--- config.mk ---
export PLATFORM = sky130hd
export DESIGN_NAME = mult_div_unit
export DESIGN_NICKNAME = d
export VERILOG_FILES = /design/src/rtl/mult_div_pkg.sv /design/src/rtl/md_step.sv /design/src/rtl/mult_div_unit.sv
export SDC_FILE = /design/constraint.sdc
export NUM_CORES = 1
export LEC_CHECK = 0
export CORE_ASPECT_RATIO = 1.5
export CORE_MARGIN = 3
export CORE_UTILIZATION = 60
export DETAILED_ROUTE_END_ITERATION = 16
export PLACE_DENSITY = 0.84
export SYNTH_ARGS = -nofsm -noshare
export SYNTH_HDL_FRONTEND = slang
export SYNTH_SLANG_ARGS = --single-unit
--- constraint.sdc ---
create_clock -name clk -period 10.2 [get_ports clk]
set_input_delay 3.06 -clock clk [delete_from_list [all_inputs] [get_ports clk]]
set_output_delay 3.06 -clock clk [all_outputs]
set_load 0.1 [all_outputs]
--- src/rtl/mult_div_pkg.sv ---
// Shared encodings and helpers for the iterative multiply/divide unit.
// Imported by mult_div_unit and md_step.
package mult_div_pkg;

    localparam logic [1:0] OP_MULT  = 2'b00;
    localparam logic [1:0] OP_MULTU = 2'b01;
    localparam logic [1:0] OP_DIV   = 2'b10;
    localparam logic [1:0] OP_DIVU  = 2'b11;

    typedef enum logic [1:0] {
        StIdle,
        StRun,
        StFinish
    } state_e;

    // Counter must hold 0..width inclusive.
    function automatic int unsigned cnt_width(input int unsigned width);
        return $clog2(width + 1);
    endfunction

endpackage

--- src/rtl/md_step.sv ---
// One iteration of the shift-add multiply or restoring divide datapath.
// Purely combinational; the caller registers acc/rem.
module md_step #(
    parameter int unsigned WIDTH = 32
) (
    input  logic               is_div_i,
    input  logic [2*WIDTH-1:0] acc_i,
    input  logic [WIDTH:0]     rem_i,
    input  logic [WIDTH-1:0]   opnd_i,
    output logic [2*WIDTH-1:0] acc_o,
    output logic [WIDTH:0]     rem_o
);

    logic [WIDTH-1:0] add_val;
    logic [WIDTH:0]   sum;
    logic [WIDTH:0]   rem_sh;
    logic [WIDTH+1:0] diff;

    always_comb begin
        add_val = acc_i[0] ? opnd_i : '0;
        sum     = {1'b0, acc_i[2*WIDTH-1:WIDTH]} + {1'b0, add_val};
        rem_sh  = {rem_i[WIDTH-1:0], acc_i[WIDTH-1]};
        diff    = {1'b0, rem_sh} - {2'b00, opnd_i};
        acc_o   = acc_i;
        rem_o   = rem_i;
        if (is_div_i) begin
            // Low half shifts the dividend out and the quotient bits in.
            acc_o = {acc_i[2*WIDTH-1:WIDTH], acc_i[WIDTH-2:0], ~diff[WIDTH+1]};
            rem_o = diff[WIDTH+1] ? rem_sh : diff[WIDTH:0];
        end else begin
            acc_o = {sum, acc_i[WIDTH-1:1]};
        end
    end

endmodule

--- src/rtl/mult_div_unit.sv ---
// Iterative MULT/MULTU/DIV/DIVU unit with architectural HI/LO registers.
// Holds the FSM, iteration counter, sign bookkeeping and HI/LO; md_step does one iteration.
module mult_div_unit
    import mult_div_pkg::*;
#(
    parameter int unsigned WIDTH = 32
) (
    input  logic             clk,
    input  logic             reset,
    input  logic             start,
    input  logic [1:0]       op,
    input  logic [WIDTH-1:0] a,
    input  logic [WIDTH-1:0] b,
    input  logic             hi_wr,
    input  logic             lo_wr,
    input  logic [WIDTH-1:0] wdata,
    output logic             busy,
    output logic             done,
    output logic             div_zero,
    output logic [WIDTH-1:0] hi,
    output logic [WIDTH-1:0] lo
);

    localparam int unsigned CW = cnt_width(WIDTH);

    state_e             state_q, state_d;
    logic [CW-1:0]      cnt_q, cnt_d;
    logic [2*WIDTH-1:0] acc_q, acc_d;
    logic [WIDTH:0]     rem_q, rem_d;
    logic [WIDTH-1:0]   opnd_q, opnd_d;
    logic               is_div_q, is_div_d;
    logic               neg_res_q, neg_res_d;
    logic               neg_rem_q, neg_rem_d;
    logic               dz_q, dz_d;
    logic [WIDTH-1:0]   hi_q, hi_d;
    logic [WIDTH-1:0]   lo_q, lo_d;
    logic               busy_q, busy_d;
    logic               done_q, done_d;
    logic               div_zero_q, div_zero_d;

    logic               is_signed;
    logic [WIDTH-1:0]   mag_a, mag_b;
    logic [2*WIDTH-1:0] step_acc;
    logic [WIDTH:0]     step_rem;
    logic [2*WIDTH-1:0] prod_neg;
    logic [WIDTH-1:0]   quo_neg, rem_neg;

    md_step #(
        .WIDTH (WIDTH)
    ) u_md_step (
        .is_div_i (is_div_q),
        .acc_i    (acc_q),
        .rem_i    (rem_q),
        .opnd_i   (opnd_q),
        .acc_o    (step_acc),
        .rem_o    (step_rem)
    );

    always_comb begin
        is_signed = (op == OP_MULT) || (op == OP_DIV);
        mag_a     = (is_signed && a[WIDTH-1]) ? -a : a;
        mag_b     = (is_signed && b[WIDTH-1]) ? -b : b;
        prod_neg  = -acc_q;
        quo_neg   = -acc_q[WIDTH-1:0];
        rem_neg   = -rem_q[WIDTH-1:0];
    end

    always_comb begin
        state_d    = state_q;
        cnt_d      = cnt_q;
        acc_d      = acc_q;
        rem_d      = rem_q;
        opnd_d     = opnd_q;
        is_div_d   = is_div_q;
        neg_res_d  = neg_res_q;
        neg_rem_d  = neg_rem_q;
        dz_d       = dz_q;
        hi_d       = hi_q;
        lo_d       = lo_q;
        done_d     = 1'b0;
        div_zero_d = div_zero_q;

        unique case (state_q)
            StIdle: begin
                if (start) begin
                    is_div_d   = op[1];
                    neg_res_d  = is_signed && (a[WIDTH-1] ^ b[WIDTH-1]);
                    neg_rem_d  = is_signed && a[WIDTH-1];
                    cnt_d      = '0;
                    rem_d      = '0;
                    div_zero_d = 1'b0;
                    dz_d       = op[1] && (b == '0);
                    // Divide: low half holds the dividend; multiply: the multiplier.
                    if (op[1]) begin
                        opnd_d = mag_b;
                        acc_d  = {{WIDTH{1'b0}}, mag_a};
                    end else begin
                        opnd_d = mag_a;
                        acc_d  = {{WIDTH{1'b0}}, mag_b};
                    end
                    state_d = (op[1] && (b == '0)) ? StFinish : StRun;
                end else begin
                    if (hi_wr) hi_d = wdata;
                    if (lo_wr) lo_d = wdata;
                end
            end
            StRun: begin
                acc_d = step_acc;
                rem_d = step_rem;
                cnt_d = cnt_q + 1'b1;
                if (cnt_q == CW'(WIDTH - 1)) state_d = StFinish;
            end
            StFinish: begin
                done_d  = 1'b1;
                state_d = StIdle;
                if (dz_q) begin
                    div_zero_d = 1'b1;
                end else if (is_div_q) begin
                    lo_d = neg_res_q ? quo_neg : acc_q[WIDTH-1:0];
                    hi_d = neg_rem_q ? rem_neg : rem_q[WIDTH-1:0];
                end else begin
                    {hi_d, lo_d} = neg_res_q ? prod_neg : acc_q;
                end
            end
            default: state_d = StIdle;
        endcase

        busy_d = (state_d != StIdle);
    end

    always_ff @(posedge clk or negedge reset) begin
        if (!reset) begin
            state_q    <= StIdle;
            cnt_q      <= '0;
            acc_q      <= '0;
            rem_q      <= '0;
            opnd_q     <= '0;
            is_div_q   <= 1'b0;
            neg_res_q  <= 1'b0;
            neg_rem_q  <= 1'b0;
            dz_q       <= 1'b0;
            hi_q       <= '0;
            lo_q       <= '0;
            busy_q     <= 1'b0;
            done_q     <= 1'b0;
            div_zero_q <= 1'b0;
        end else begin
            state_q    <= state_d;
            cnt_q      <= cnt_d;
            acc_q      <= acc_d;
            rem_q      <= rem_d;
            opnd_q     <= opnd_d;
            is_div_q   <= is_div_d;
            neg_res_q  <= neg_res_d;
            neg_rem_q  <= neg_rem_d;
            dz_q       <= dz_d;
            hi_q       <= hi_d;
            lo_q       <= lo_d;
            busy_q     <= busy_d;
            done_q     <= done_d;
            div_zero_q <= div_zero_d;
        end
    end

    assign busy     = busy_q;
    assign done     = done_q;
    assign div_zero = div_zero_q;
    assign hi       = hi_q;
    assign lo       = lo_q;

endmodule

==> run_results.csv, run 1 <==
group,metric,value,unit
outcome,outcome,"finished, final reports clean",
critical_path,crit_path_start,"b[9]",
drt,remaining_drc_errors,0,
critical_path,path_class,"in2reg",
finish,multi_input_area,10800,sq um
global_routing,grt_pass1_vias,15700,
sta,relSlewSlack,0.191,
critical_path,r2r-start,"acc_q[0]",
global_routing,overflow,0,
clocking,clk_latency,530,ps
sta,slew_violations,0,
finish,area_growth,15.4,%
clocking,numCtsBuffers,22,
finish,final_cell_mix,"nand2_1, o21ai_0, dfrtp_1",
finish,final_net_count,2373,
clocking,cts_buffer_depth,3,
die,die_x,142,microns
clocking,cts_setup_buffers,0,
critical_path,worst_r2r_path_depth,12,
critical_path,crit_arrival,6520,ps
global_routing,track_usage,0.362,
synth,syn_area,16700,sq um
clocking,hold_buffers,0,
synth,synth_area_leaders,"dfrtp_1, o21ai_0, nand2_1",
placed_design,gp_congestion,1.01,
sta,period_needed,6120,ps
die,start_util,0.611,
critical_path,required,10600,ps
clocking,cts-resized-gates,0,
synth,yosysTopAreaCell,"dfrtp_1",
drt,drt-total-wl,55800,microns
critical_path,end_kind,"flop",
critical_path,reg2reg_to,"acc_q[62]",
die,io_pins,170,
flow_run,max_cap_violations,0,
drt,postRouteAntennaNets,0,
die,die_h,210,microns
die,die_area,29900,sq um
global_routing,grt_max_degree,88,
placed_design,dpl-instance-area,18500,sq um
global_routing,grt_pass1_wl,85600,microns
drt,wire_per_inst,21.8,microns
synth,synth_flop_cell,"dfrtp_1",
synth,yosysTopAreaCellShare,0.310,
synth,seq_area_frac_synth,0.310,
synth,ys_types,71,
clocking,cts_root_buf,"clkbuf_16",
clocking,cts_tree,"done",
finish,diodes,0,
finish,drive_gt1_frac,0.0510,
placed_design,io_buffers,169,
finish,fin_cells,2557,
synth,ys_seq_elements,207,
hold_path,min_from,"lo[7]",
sta,hold_violations,0,
drt,drt_pass1_iterations,6,
critical_path,endpoint,"state_q[0]",
finish,post-route-cell-area,19300,sq um
sta,setup_viol,0,
synth,syn-num-nets,2290,
pwr,vdd_drop_max,160,uV
finish,area.sequential,5180,sq um
drt,dr.first_iter.drc_count,1844,
clocking,ctsHtreeMaxLevel,1,
synth,synth_warnings,0,
critical_path,regToRegSetupSlack,5660,ps
sta,max_freq,0.163,GHz
synth,synth-edff-count,0,
synth,postSynthAreaPerCell,7.88,sq um
clocking,path_clk_slew,60,ps
sta,tns,0,ps
clocking,clock-sinks,207,
sta,whs,479,ps
global_routing,antenna_found_initial,0,
pwr,power.density,385,nW/um^2
placed_design,dp_cells,2517,
synth,synthCells,2116,
pwr,p_leak,8.25,nW
sta,rsz0062_at_grt,"no",
synth,ys_async_sr_fraction,1.00,
finish,final_common_cell,"nand2_1",
die,rows,74,
placed_design,dpl.hpwl,42600,microns
drt,avgViaCountPerCell,6.50,
die,core_area,27300,sq um
drt,vias,16600,
sta,finClkSkew,14.4,ps
finish,fillers,2169,
hold_path,hold_path_class,"reg2reg",
critical_path,crit_fanout,5,
sta,worstMarginPinSlew,1210,ps
sta,fin_crit_sh,0.600,
critical_path,critPathLaunchType,"input pin",
-- per-stage QoR --
| stage | power [mW] | worst slack (ps) | utilization |
|---|---|---|---|
| after global placement | 6.28 | 3720 | 0.676 |
| after detailed placement | 6.42 | 3660 | 0.676 |
| final | 7.42 | 4080 | 0.705 |
| after floorplan | 5.17 | 4650 | - |
| after global routing | 7.88 | 3960 | 0.705 |
| after CTS | 7.33 | 4200 | 0.705 |
-- per-layer routing --
metal  global-route usage  routed length (microns)  up-vias
li1                     -                        -     7711
met1                0.447                    20700     7855
met2                0.597                    26600      873
met3               0.0440                     4370      184
met4                0.230                     4100        0
met5                    0                        0        -
-- final cells by class --
cell class,count,area share
clock inverters,11,0.00825
well taps,342,0.0222
multi-input cells,1713,0.559
inverters,68,0.0133
flip-flops and latches,207,0.269
clock buffers,29,0.0331
repair buffers,187,0.0948
-- state kept, by name (all words and copies together) (netlist names) --
register,cells
acc_q,64
hi,32
lo,32
opnd_q,32
rem_q,32
cnt_q,6
state_q,2
busy,1
div_zero,1
done,1
dz_q,1
is_div_q,1
neg_rem_q,1
neg_res_q,1
-- worst min path at each step --
stage / cells past startpoint / slack [ps] / to
finish: 2 / 480 / lo[7]
global route: 2 / 500 / opnd_q[6]
CTS: 1 / 480 / lo[13]
detailed placement: 1 / 470 / lo[13]
global placement: 2 / 460 / hi[12]
floorplan: 2 / 450 / opnd_q[10]
-- logic make-up (layout without fill, tap and decap cells) --
| logic type | after synthesis | count (layout) | share of synthesized area |
|---|---|---|---|
| compound gates | 698 | 698 | 0.257 |
| mux | 75 | 75 | 0.0463 |
| flops | 207 | 207 | 0.310 |
| xor+xnor | 198 | 198 | 0.104 |
| buf+inv | 196 | 295 | 0.0448 |
| simple gates | 671 | 671 | 0.183 |
| fa+ha+maj | 71 | 71 | 0.0541 |
-- report_power, final --
part	switching, mW	internal [mW]	leakage, nW	total, mW
sequential	0.539	1.21	2.58	1.75
clock	0.350	0.541	0.399	0.891
combinational	3.13	1.65	5.28	4.78
-- critical path, cell delays in order --
cell	delay [ps]
clkdlybuf4s50_1	500
or4_1	590
or3_1	360
nor4_1	700
nand2_1	330
nor4b_1	680
or3b_2	230
a21oi_1	60
-- cell usage after synthesis (all sizes together) (9+ instances only) --
master	number
o21ai	248
nand4	11
a21oi	180
or3	21
a31oi	25
nand3	26
mux2	18
a21boi	11
and2	11
clkbuf	109
nand2	267
a21o	43
buf	19
o31ai	40
o21a	13
inv	67
nor4	12
mux2i	57
nor3	31
dfrtp	207
xor2	105
o221ai	9
or4	20
ha	69
or2	16
xnor2	93
o41ai	26
nor2	190
a211oi	22
nand2b	22
nor2b	13
o211ai	25
and3	15
Power figures use the tool's default switching activity.
==> run 2, diff against run 1 <==
CORE_UTILIZATION = 53   (was 60)
PLACE_DENSITY = 0.78   (was 0.84)
clock period = 5.4 ns   (was 10.2 ns; I/O delays follow)
==> run 2 against run 1 <==
  * Hold slack worse by 1.6 ps
  * Non-clock buffer count rose by 16
  * Utilization fell by 7.0 points
  * Final area rose by 1.0%
  * Power is 88% higher
  * Critical endpoint is now acc_q[29]
  * Largest cell class unchanged
  * Highest routed layer unchanged
==> run_results.csv, run 2 (synthesis results as in run 1) <==
group,metric,value,unit
outcome,outcome,"finished, final reports clean",
global_routing,antenna_found_initial,0,
die,start_util,0.544,
critical_path,cp_num_buf_inv,1,
sta,hold_violations,0,
sta,timing.final.ws_setup,1040,ps
clocking,cts_buffer_depth,3,
die,die_x,151,microns
critical_path,path_class,"in2reg",
clocking,cts_tree,"done",
clocking,clock-sinks,207,
finish,area_growth,16.6,%
die,rows,78,
hold_path,min_to,"lo[30]",
critical_path,cpPeakStageDelay,500,ps
critical_path,crit_arrival,4800,ps
sta,slew_violations,0,
flow_run,max_cap_violations,0,
global_routing,grt_pass1_vias,15300,
finish,final_cell_mix,"nand2_1, o21ai_0, dfrtp_1",
sta,fin_crit_sh,0.807,
finish,post-route-cell-area,19500,sq um
critical_path,r2r-start,"acc_q[0]",
global_routing,grt_max_degree,99,
finish,final_net_count,2389,
hold_path,hold_depth,2,
placed_design,dpl.hpwl,42900,microns
pwr,vdd_drop_max,317,uV
critical_path,worst_r2r_path_depth,12,
finish,final_common_cell,"nand2_1",
finish,fillers,2660,
critical_path,critical-path-top-delay-family,"simple AND/OR/NAND/NOR gates",
drt,vias,16400,
critical_path,regToRegSetupSlack,1150,ps
finish,drive_gt1_frac,0.0570,
critical_path,crit_fanout,5,
critical_path,worstPathCellList,"clkdlybuf4s50_1, or3_1, or3_1, nor3_1, and3_1, nand2_1, o41ai_1, xor2_1, mux2i_1, a221o_1",
pwr,power.density,717,nW/um^2
pwr,p_comb_frac,0.641,
die,io_pins,170,
clocking,numCtsBuffers,22,
clocking,cts_setup_buffers,0,
clocking,path_clk_slew,60,ps
drt,drt-total-wl,55700,microns
finish,diodes,0,
placed_design,io_buffers,169,
hold_path,hold_path_class,"reg2reg",
critical_path,required,5840,ps
sta,worstMarginPinSlew,1130,ps
critical_path,end_kind,"flop",
finish,largest_register_ffs,64,
sta,finClkSkew,38.6,ps
finish,fin_cells,2630,
drt,dr.first_iter.drc_count,1425,
drt,postRouteAntennaNets,0,
placed_design,dp_cells,2591,
global_routing,track_usage,0.322,
critical_path,cpMostUsedCell,"or3_1",
die,die_h,223,microns
clocking,hold_buffers,0,
finish,postLayoutCoreUtil,0.635,
placed_design,gp_congestion,0.962,
finish,top_register,"acc_q",
pwr,p_clk_frac,0.121,
critical_path,reg2reg_to,"acc_q[62]",
clocking,clk_latency,550,ps
die,core_area,30600,sq um
clocking,cts-resized-gates,0,
die,die_area,33700,sq um
clocking,cts_root_buf,"clkbuf_16",
hold_path,min_from,"lo[30]",
drt,remaining_drc_errors,0,
pwr,p_int,6.43,mW
global_routing,overflow,0,
drt,avgViaCountPerCell,6.25,
sta,setup_viol,0,
pwr,switching_power,7.53,mW
global_routing,grt_pass1_wl,85900,microns
sta,period_needed,4360,ps
placed_design,dpl_worst_slack,498,ps
critical_path,cpMaxStageDelayCell,"nor3_1",
pwr,p_leak,8.31,nW
critical_path,critPathLaunchType,"input pin",
pwr,finalPower,14.0,mW
sta,tns,0,ps
sta,max_freq,0.229,GHz
pwr,p_sw_frac,0.540,
placed_design,dpl-instance-area,18700,sq um
sta,relSlewSlack,0.243,
drt,wire_per_inst,21.2,microns
clocking,ctsHtreeMaxLevel,1,
drt,drt_pass1_iterations,6,
sta,whs,478,ps
pwr,pwr-share-seq,0.238,
sta,rsz0062_at_grt,"no",
## run 2: cell count changes in the layout (fill, tap and decap cells not counted), sizes merged
cell      before  now
clkinvlp       0    3
clkinv         8    4
buf           19   35
## run 2: routing by layer
metal	share of wire	GRT usage
met5	0	0
met4	0.064	0.176
met3	0.065	0.0341
met2	0.48	0.538
met1	0.39	0.405
## run 2: area by class of cell
type,instances,area (sq um),area share
inverters,68,255,0.0131
multi-input cells,1713,10800,0.553
flip-flops and latches,207,5180,0.267
clock buffers,29,617,0.0317
clock inverters,10,173,0.00888
repair buffers,203,1960,0.101
well taps,400,500,0.0257
## run 2: worst reg2reg max path: stages, from the launching register on
cell and delay, ps:
dfrtp_1 510, inv_1 420, buf_4 320, nor2_1 80
ha_1 340, and3_1 220, a221o_1 320, a221oi_1 380
a21oi_1 250, a31oi_1 390, a31oi_1 170, or4b_2 650
nand3_1 100
## run 2: power by group through the flow
stage	clock network, mW	registers (mW)	logic (mW)
6_report	1.68	3.32	8.95
5_1_grt	1.73	3.41	9.73
4_1_cts	1.69	3.28	8.84
3_5_place_dp	0	3.31	8.79
3_3_place_gp	0	3.27	8.62
2_1_floorplan	0	4.45	5.32
## run 2: how the worst max path moves through the flow
stage | startpoint | end | slack [ps] | cells after the start
after detailed placement | a[2] | acc_q[29] | 500 | 10
after global routing | a[2] | acc_q[29] | 810 | 10
after floorplan | b[9] | acc_q[30] | 1290 | 8
after global placement | a[2] | acc_q[29] | 560 | 10
after CTS | a[2] | acc_q[29] | 1060 | 10
final | a[2] | acc_q[29] | 1040 | 10
==> run 3, diff against run 2 <==
CORE_UTILIZATION = 59   (was 53)
PLACE_DENSITY = 0.82   (was 0.78)
clock period = 4.5 ns   (was 5.4 ns; I/O delays follow)
==> run 3 against run 2 <==
  * Final cell count down 1.5%
  * Via count up 1.5%
  * Utilization up 7.3 points
  * Final area up 0.43%
  * Flip-flop and latch count unchanged
  * Register-to-register slack worse by 640 ps
  * Global-route usage up 4.1 points
  * Clock skew down 24 ps
  * Combinational power up 22%
  * Non-clock buffer count up 16
  * First-iteration DRC count up 14%
  * Critical path depth down 2
  * Critical path type is now reg2reg
  * Highest routed layer unchanged
==> run_results.csv, run 3 (synthesis results as in run 1) <==
group,metric,value,unit
global_routing,grt_pass1_wl,86500,microns
sta,max_freq,0.251,GHz
die,die_x,143,microns
placed_design,dpl_worst_slack,150,ps
clocking,cts_setup_buffers,0,
drt,vias,16700,
placed_design,gp_congestion,1.04,
critical_path,end_kind,"flop",
drt,dr.first_iter.drc_count,1629,
sta,hold_violations,0,
critical_path,path_class,"reg2reg",
drt,drt-total-wl,56900,microns
global_routing,grt_pass1_vias,15600,
global_routing,track_usage,0.363,
pwr,p_clk_frac,0.122,
finish,area_growth,17.1,%
finish,fillers,2253,
sta,period_needed,3990,ps
outcome,outcome,"finished, final reports clean",
critical_path,crit_fanout,6,
sta,setup_viol,0,
finish,drive_gt1_frac,0.0654,
die,die_h,212,microns
global_routing,use_met2,0.591,
drt,avgViaCountPerCell,6.44,
die,core_area,27600,sq um
die,io_pins,170,
finish,diodes,0,
clocking,cts_buffer_depth,3,
finish,fin_cells,2591,
pwr,p_int,7.79,mW
critical_path,cpPeakStageDelay,680,ps
critical_path,worstPathCellList,"or4_1, or4_1, or3_1, or2_0, o41ai_1, xnor2_1, o21ai_0, o211ai_1",
pwr,switching_power,9.15,mW
pwr,p_sw_frac,0.540,
global_routing,met3_usage,0.0540,
sta,rsz0062_at_grt,"no",
clocking,clk_latency,540,ps
pwr,p_comb_frac,0.645,
die,start_util,0.605,
hold_path,hold_path_class,"reg2reg",
clocking,cts_tree,"done",
sta,whs,473,ps
global_routing,grt_max_degree,102,
die,die_area,30400,sq um
pwr,vdd_drop_max,378,uV
sta,worstMarginPinSlew,1180,ps
flow_run,max_cap_violations,0,
placed_design,dpl.hpwl,43200,microns
critical_path,cpMostUsedCell,"or4_1",
critical_path,cpMaxStageDelayCell,"o21ai_0",
clocking,hold_buffers,0,
critical_path,crit_arrival,4370,ps
drt,drt_pass1_iterations,6,
placed_design,dp_cells,2549,
global_routing,antenna_found_initial,0,
pwr,finalPower,16.9,mW
clocking,numCtsBuffers,23,
clocking,ctsHtreeMaxLevel,1,
pwr,p_leak,8.42,nW
drt,postRouteAntennaNets,0,
finish,final_common_cell,"nand2_1",
global_routing,overflow,0,
critical_path,cp_num_buf_inv,0,
sta,tns,0,ps
sta,slew_violations,0,
clocking,cts_root_buf,"clkbuf_16",
critical_path,critical-path-top-delay-family,"simple AND/OR/NAND/NOR gates",
placed_design,io_buffers,169,
finish,largest_register_ffs,64,
clocking,clock-sinks,207,
finish,top_register,"acc_q",
sta,fin_crit_sh,0.886,
finish,final_cell_mix,"nand2_1, o21ai_0, dfrtp_1",
clocking,path_clk_slew,70,ps
critical_path,required,4880,ps
sta,timing.final.ws_setup,513,ps
finish,final_net_count,2406,
critical_path,critPathLaunchType,"flop",
global_routing,gr-usage-met1,0.453,
global_routing,top_usage_layer,"met2",
pwr,pwr-share-seq,0.233,
pwr,power.density,867,nW/um^2
drt,remaining_drc_errors,0,
sta,finClkSkew,14.3,ps
drt,wire_per_inst,22.0,microns
sta,relSlewSlack,0.207,
clocking,cts-resized-gates,0,
die,rows,74,
-- run 3: worst paths after layout --
path,startpoint,endpoint,slack [ps],cells past startpoint
worst min register to register,hi[28],hi[28],470,2
max in group asynchronous,reset,lo[6],2810,2
worst max register to register,acc_q[24],hi[26],510,8
min in group asynchronous,reset,acc_q[43],910,1
worst max-delay path,acc_q[24],hi[26],510,8
worst min-delay path,hi[28],hi[28],470,2
-- run 3: final cells by class --
class                           instances  area (sq um)  share of cell area
Sequential cell                       207          5180               0.265
Inverter                               68           255              0.0131
Clock inverter                         13           175             0.00897
Tap cell                              342           428              0.0219
Multi-Input combinational cell       1713         10800               0.551
Clock buffer                           29           638              0.0327
Timing Repair Buffer                  219          2090               0.107
-- run 3: worst min-delay path, cell delays in order, from the launching register on --
cell and delay [ps]:
dfrtp_1 340, nand2_1 50, nand3_1 50
-- run 3: per-stage QoR --
step / area (sq um) / util
3_3_place_gp: 18700 / 0.679
4_1_cts: 19500 / 0.708
2_1_floorplan: 16700 / -
3_5_place_dp: 18700 / 0.679
5_1_grt: 19500 / 0.708
6_report: 19500 / 0.708
-- run 3: power by group through the flow --
stage / registers (mW) / clock network, mW / logic, mW
floorplan: 5.35 / 0 / 6.38
global placement: 3.87 / 0 / 10.5
detailed placement: 3.93 / 0 / 10.7
CTS: 3.90 / 2.06 / 10.8
global route: 4.05 / 2.13 / 11.8
finish: 3.95 / 2.06 / 10.9
-- run 3: per-layer routing --
metal / up-vias / wire length, microns
met1: 7882 / 21600
li1: 7794 / -
met2: 852 / 26900
met5: - / 0
met3: 166 / 4410
met4: 0 / 4020
==> variant 1, RTL diff (config.mk and constraints of run 2) <==
`WIDTH` is set to 32 in 2 places; all go to 24.
--- a/src/rtl/md_step.sv
+++ b/src/rtl/md_step.sv
@@ -3,3 +3,3 @@
 module md_step #(
-    parameter int unsigned WIDTH = 32
+    parameter int unsigned WIDTH = 24
 ) (
--- a/src/rtl/mult_div_unit.sv
+++ b/src/rtl/mult_div_unit.sv
@@ -5,3 +5,3 @@
 #(
-    parameter int unsigned WIDTH = 32
+    parameter int unsigned WIDTH = 24
 ) (
Interface: changed (5 resized); port bits go from 170 to 130. The function was not compared with the original's and may differ.
==> variant 1 against run 2 <==
- area after synthesis shrank 25%
- worst setup slack improved by 0.38 ns
- synthesized cell count fell by 27%
- power decreased by 26%
- sequential cell count down 49
- global-route usage fell by 3.2 points
- hold slack improved by 0.00070 ns
- count of clock-buffer cells in the layout fell by 10
- routed wire length is 31% lower
- clock skew decreased by 0.026 ns
- non-clock buffer count decreased by 57
- final area shrank 25%
- combinational power decreased by 27%
- largest cell class unchanged
- largest power group unchanged
==> variant 1: results (changes against run 2) <==
sta:
  setup_viol: 0  # unchanged
  fin_skew_ns: 0.0123  # was 0.0386 ns
  worst_pin_slew_ns: 1.14  # was 1.13 ns
  hold_slack_ns: 0.479  # was 0.478 ns
layout:
  n_antenna_cell: 0  # unchanged
  drive_gt1_share_pct: 5.76  # was 5.70%
  largest_reg_flops: 48  # was 64
  final_cells: 1947  # was 2,630
  layout.nets: 1753  # was 2,389
  fillers: 2008  # was 2,660
synthesis:
  synth.area.mux_share_pct: 5.15  # was 4.63%
  synth.distinct_cells: 78  # was 71
  synth_warnings: 0  # unchanged
  syn-num-nets: 1688  # was 2,290
  yosys.area_share.adder_pct: 5.60  # was 5.41%
  synthXorXnorAreaFrac_pct: 9.28  # was 10.4%
  synthCells: 1554  # was 2,116
  synthTopCellsByCount: "183 x o21ai_0, 181 x nand2_1, 158 x dfrtp_1"  # was 267 x nand2_1, 245 x o21ai_0, 207 x dfrtp_1
  ys_seq_area_share_pct: 31.5  # was 31.0%
  synth.area.top_cells: "dfrtp_1 32%, o21ai_0 7.3%, nand2_1 5.4%"  # was dfrtp_1 31%, o21ai_0 7.3%, nand2_1 6.0%
  synth-compound-area-share_pct: 25.5  # was 25.7%
global_route:
  grt_pass1_wl_um: 60100  # was 85,900 um
  grt_max_degree: 85  # was 99
  globalRouteTotalUtil_pct: 29.1  # was 32.2%
  globalRouteMet3Util_pct: 3.68  # was 3.41%
  use_met1_pct: 35.1  # was 40.5%
  met2_usage_pct: 50.1  # was 53.8%
  first_global_vias: 11427  # was 15,321
  antenna_found_initial: 0  # unchanged
worst_hold_path:
  min_delay_worst_endpoint: "hi[8]"  # was lo[30]
  min_path_cells: 2  # unchanged
  min_path_type: "flip-flop to flip-flop"  # unchanged
  hold_path.startpoint: "hi[8]"  # was lo[30]
route:
  first_pass_iters: 5  # was 6
  drt_iter0_markers: 1125  # was 1,425
  dr_total_vias: 12083  # was 16,447
  drt-total-wl_um: 38100  # was 55,700 um
clock_tree:
  htree_levels: 4  # was 1
  post-cts-setup-buffers: 0  # unchanged
  clock-root-buffer: "clkbuf_16"  # unchanged
  numCtsBuffers: 17  # was 22
  cts-resized-gates: 0  # unchanged
  clk_pin_slew_ns: 0.07
  cts_max_path_buffers: 2  # was 3
  clock_latency_ns: 0.45  # was 0.55 ns
run_status:
  status: "complete, no violations"  # unchanged
place:
  io_buffers: 129  # was 169
  hpwl_um: 29500  # was 42,900 um
  routabilityCongestion: 0.943  # was 0.962
worst_setup_path:
  worstRegToRegCells: 10  # was 12
  reg2reg_to: "hi[20]"  # was acc_q[62]
  critPathLaunch: "a[2]"  # unchanged
  r2r_slack_ns: 1.57  # was 1.15 ns
  startpoint_type: "input port"  # unchanged
  cp_data_arrival_time_ns: 4.27  # was 4.80 ns
  crit_end: "acc_q[17]"  # was acc_q[29]
power:
  power.leakage_nw: 6.09  # was 8.31 nW
  power_switching_w: 0.00557  # was 0.00753 W
  vdd_drop_max_uv: 458  # was 317 uV
[variant 1: worst max-delay path, stage by stage]
cell and delay, ns:
clkdlybuf4s50_1 0.44, or3_1 0.41, nor4_1 0.56, nand3b_1 0.34, o41ai_1 0.38, xor2_1 0.22, nand2_1 0.08, o211ai_1 0.11
o211ai_1 0.11
[variant 1: metrics by stage]
step / setup slack [ns] / power (W) / instance area, um2
2_1_floorplan: 1.83 / 0.00740 / 12500
3_3_place_gp: 1.02 / 0.00885 / 14000
3_5_place_dp: 0.963 / 0.00903 / 14000
4_1_cts: 1.42 / 0.0103 / 14600
5_1_grt: 1.07 / 0.0110 / 14600
6_report: 1.42 / 0.0104 / 14600
[variant 1: layout make-up]
type                    count  area [um2]  area share, %
multi-input cells        1244        8020           55.0
flip-flops and latches    158        3960           27.1
repair buffers            146        1420           9.71
clock buffers              19         453           3.11
well taps                 315         394           2.70
inverters                  52         195           1.34
clock inverters            13         141          0.970
[variant 1: cell families after synthesis]
kind of cell    Yosys count
flops                   158
mux                      63
xor+xnor                133
compound gates          510
simple gates            483
fa+ha+maj                55
buf+inv                 152
[variant 1: power groups by stage]
stage | Combinational, W | Clock [W] | Sequential [W]
finish | 0.00657 | 0.00124 | 0.00255
global route | 0.00713 | 0.00129 | 0.00262
CTS | 0.00653 | 0.00124 | 0.00252
detailed placement | 0.00649 | 0 | 0.00254
global placement | 0.00635 | 0 | 0.00251
floorplan | 0.00393 | 0 | 0.00348
[variant 1: per-layer routing]
layer  vias up  routed length (um)
met5         -                   0
met4         0                2250
li1       5774                   -
met1      5743               15300
met3       105                2060
met2       461               18500
==> variant 2, RTL diff (flow settings as in run 2) <==
Made on the original files. Remove the register `done_q`: a continuous assignment takes its place, so the output `done` follows one clock earlier.
--- a/src/rtl/mult_div_unit.sv
+++ b/src/rtl/mult_div_unit.sv
@@ -144,3 +144,2 @@
             busy_q     <= 1'b0;
-            done_q     <= 1'b0;
             div_zero_q <= 1'b0;
@@ -159,3 +158,2 @@
             busy_q     <= busy_d;
-            done_q     <= done_d;
             div_zero_q <= div_zero_d;
@@ -163,2 +161,4 @@
     end
+
+    assign done_q = done_d;
 
Function: changed (Yosys sat finds a counterexample within 4 cycles, from zero or initial values and one cycle with reset low).
==> variant 2 against run 2 <==
- power increased by 0.59%
- sequential cell count decreased by 1
- worst setup slack got worse by 0.022 ns
- register-to-register slack improved by 0.10 ns
- critical path type unchanged
- routed wire length increased by 0.59%
- count of clock-buffer cells in the layout increased by 3
- sequential share of layout area decreased by 0.13 points
- synthesized cell count about the same
- final area about the same
- area after synthesis decreased by 0.15%
- sequential power about the same
- maximum frequency decreased by 0.49%
- utilization about the same
==> variant 2: results (changes against run 2) <==
global_route:
  grt_max_degree: 101  # was 99
  globalRouteTotalUtil_pct: 32.5  # was 32.2%
  antenna_found_initial: 0  # unchanged
  grt_pass1_wl_um: 85900  # about the same
  first_global_vias: 15327  # was 15,321
power:
  vdd_drop_max_uv: 319  # was 317 uV
  p_sw_share_pct: 53.9  # was 54.0%
  power.leakage_nw: 8.32  # was 8.31 nW
synthesis:
  synth.distinct_cells: 71  # unchanged
  syn-num-nets: 2289  # was 2,290
  synthTopCellsByCount: "267 x nand2_1, 245 x o21ai_0, 206 x dfrtp_1"  # was 267 x nand2_1, 245 x o21ai_0, 207 x dfrtp_1
  ys_seq_area_share_pct: 30.9  # was 31.0%
  async_reset_ff_share_pct: 100  # unchanged
  synth_warnings: 0  # unchanged
  synth.area.top_cells: "dfrtp_1 31%, o21ai_0 7.4%, nand2_1 6.0%"  # was dfrtp_1 31%, o21ai_0 7.3%, nand2_1 6.0%
route:
  drt_iter0_markers: 1361  # was 1,425
  final_antenna_net_count: 0  # unchanged
  first_pass_iters: 5  # was 6
  dr_total_vias: 16300  # was 16,447
  drt-total-wl_um: 56000  # was 55,700 um
worst_setup_path:
  r2r_slack_ns: 1.25  # was 1.15 ns
  cp_data_arrival_time_ns: 4.81  # was 4.80 ns
  crit_fanout: 5  # unchanged
place:
  hpwl_um: 43300  # was 42,900 um
  routabilityCongestion: 0.946  # was 0.962
  io_buffers: 169  # unchanged
  dpl_worst_slack_ns: 0.535  # was 0.498 ns
layout:
  layout.nets: 2386  # was 2,389
  n_antenna_cell: 0  # unchanged
  drive_gt1_share_pct: 5.79  # was 5.70%
  largest_reg_flops: 64  # unchanged
  largest_register: "acc_q"  # unchanged
clock_tree:
  cts_max_path_buffers: 3  # unchanged
  cts-resized-gates: 0  # unchanged
  post-cts-setup-buffers: 0  # unchanged
  clock-root-buffer: "clkbuf_16"  # unchanged
  numCtsBuffers: 23  # was 22
  htree_levels: 1  # unchanged
  clk_pin_slew_ns: 0.06  # about the same
  clock_latency_ns: 0.54
sta:
  slew_headroom_pct: 20.8  # was 24.3%
  fin_skew_ns: 0.0214  # was 0.0386 ns
run_status:
  status: "complete, no violations"  # unchanged
worst_hold_path:
  min_path_type: "flip-flop to flip-flop"  # unchanged
run:
  maxCapViolCount: 0  # unchanged
-- variant 2: cell types whose count changed in the layout (fill, tap and decap cells not counted) --
cell | run 2 | this run
clkinv_8 | 1 | 0
dfrtp_1 | 205 | 204
buf_4 | 33 | 31
clkinv_2 | 1 | 2
clkbuf_16 | 22 | 23
clkbuf_8 | 5 | 8
inv_6 | 0 | 1
clkdlybuf4s50_1 | 167 | 166
clkbuf_1 | 3 | 2
clkinvlp_4 | 3 | 2
-- variant 2: per-stage QoR --
stage,area [um2],std cells,hold WS [ns]
floorplan,16700,2115,0.450
global placement,18600,2587,0.463
detailed placement,18600,2587,0.469
CTS,19500,2629,0.480
global route,19500,2629,0.497
finish,19500,2629,0.476
-- variant 2: logic make-up (layout without fill, tap and decap cells) --
kind of cell | after synthesis | in the layout | share of synthesized area [%]
simple gates | 671 | 671 | 18.3
mux | 75 | 75 | 4.64
buf+inv | 196 | 310 | 4.49
flops | 206 | 206 | 30.9
fa+ha+maj | 71 | 71 | 5.42
compound gates | 698 | 698 | 25.8
xor+xnor | 198 | 198 | 10.4
-- variant 2: area by class of cell --
| class | count | area, um2 |
|---|---|---|
| Timing Repair Buffer | 200 | 1930 |
| Inverter | 68 | 255 |
| Sequential cell | 206 | 5160 |
| Clock inverter | 10 | 163 |
| Fill cell | 2725 | 11200 |
| Tap cell | 400 | 500 |
| Multi-Input combinational cell | 1713 | 10800 |
| Clock buffer | 32 | 679 |
-- variant 2: per-layer routing --
layer  GRT usage (%)  routed length, um  part of all wire (%)
met1            40.9              22000                    39
met2            52.4              26300                    47
met3            3.92               3600                   6.4
met4            20.3               4110                   7.3
met5               0                  0                     0
-- variant 2: worst paths after layout --
path	startpoint	to	cells after the start
min in group asynchronous	reset	hi[27]	1
min	hi[16]	hi[16]	2
max	a[2]	acc_q[29]	10
max reg2reg	acc_q[0]	acc_q[62]	12
min reg2reg	hi[16]	hi[16]	2
max in group asynchronous	reset	neg_res_q	2
-- variant 2: power by group through the flow --
stage	registers (W)	logic, W	clock network [W]
2_1_floorplan	0.00445	0.00532	0
3_3_place_gp	0.00326	0.00863	0
3_5_place_dp	0.00330	0.00879	0
4_1_cts	0.00328	0.00884	0.00177
5_1_grt	0.00341	0.00971	0.00184
6_report	0.00331	0.00896	0.00176
-- variant 2: worst max-delay path: stages --
cell and delay, ns:
clkdlybuf4s50_1 0.45, or3_1 0.37, or3_1 0.38, nor3_1 0.53, and3_1 0.35, nand2_1 0.12, o41ai_1 0.32, xor2_1 0.22
mux2i_1 0.10, a221o_1 0.34
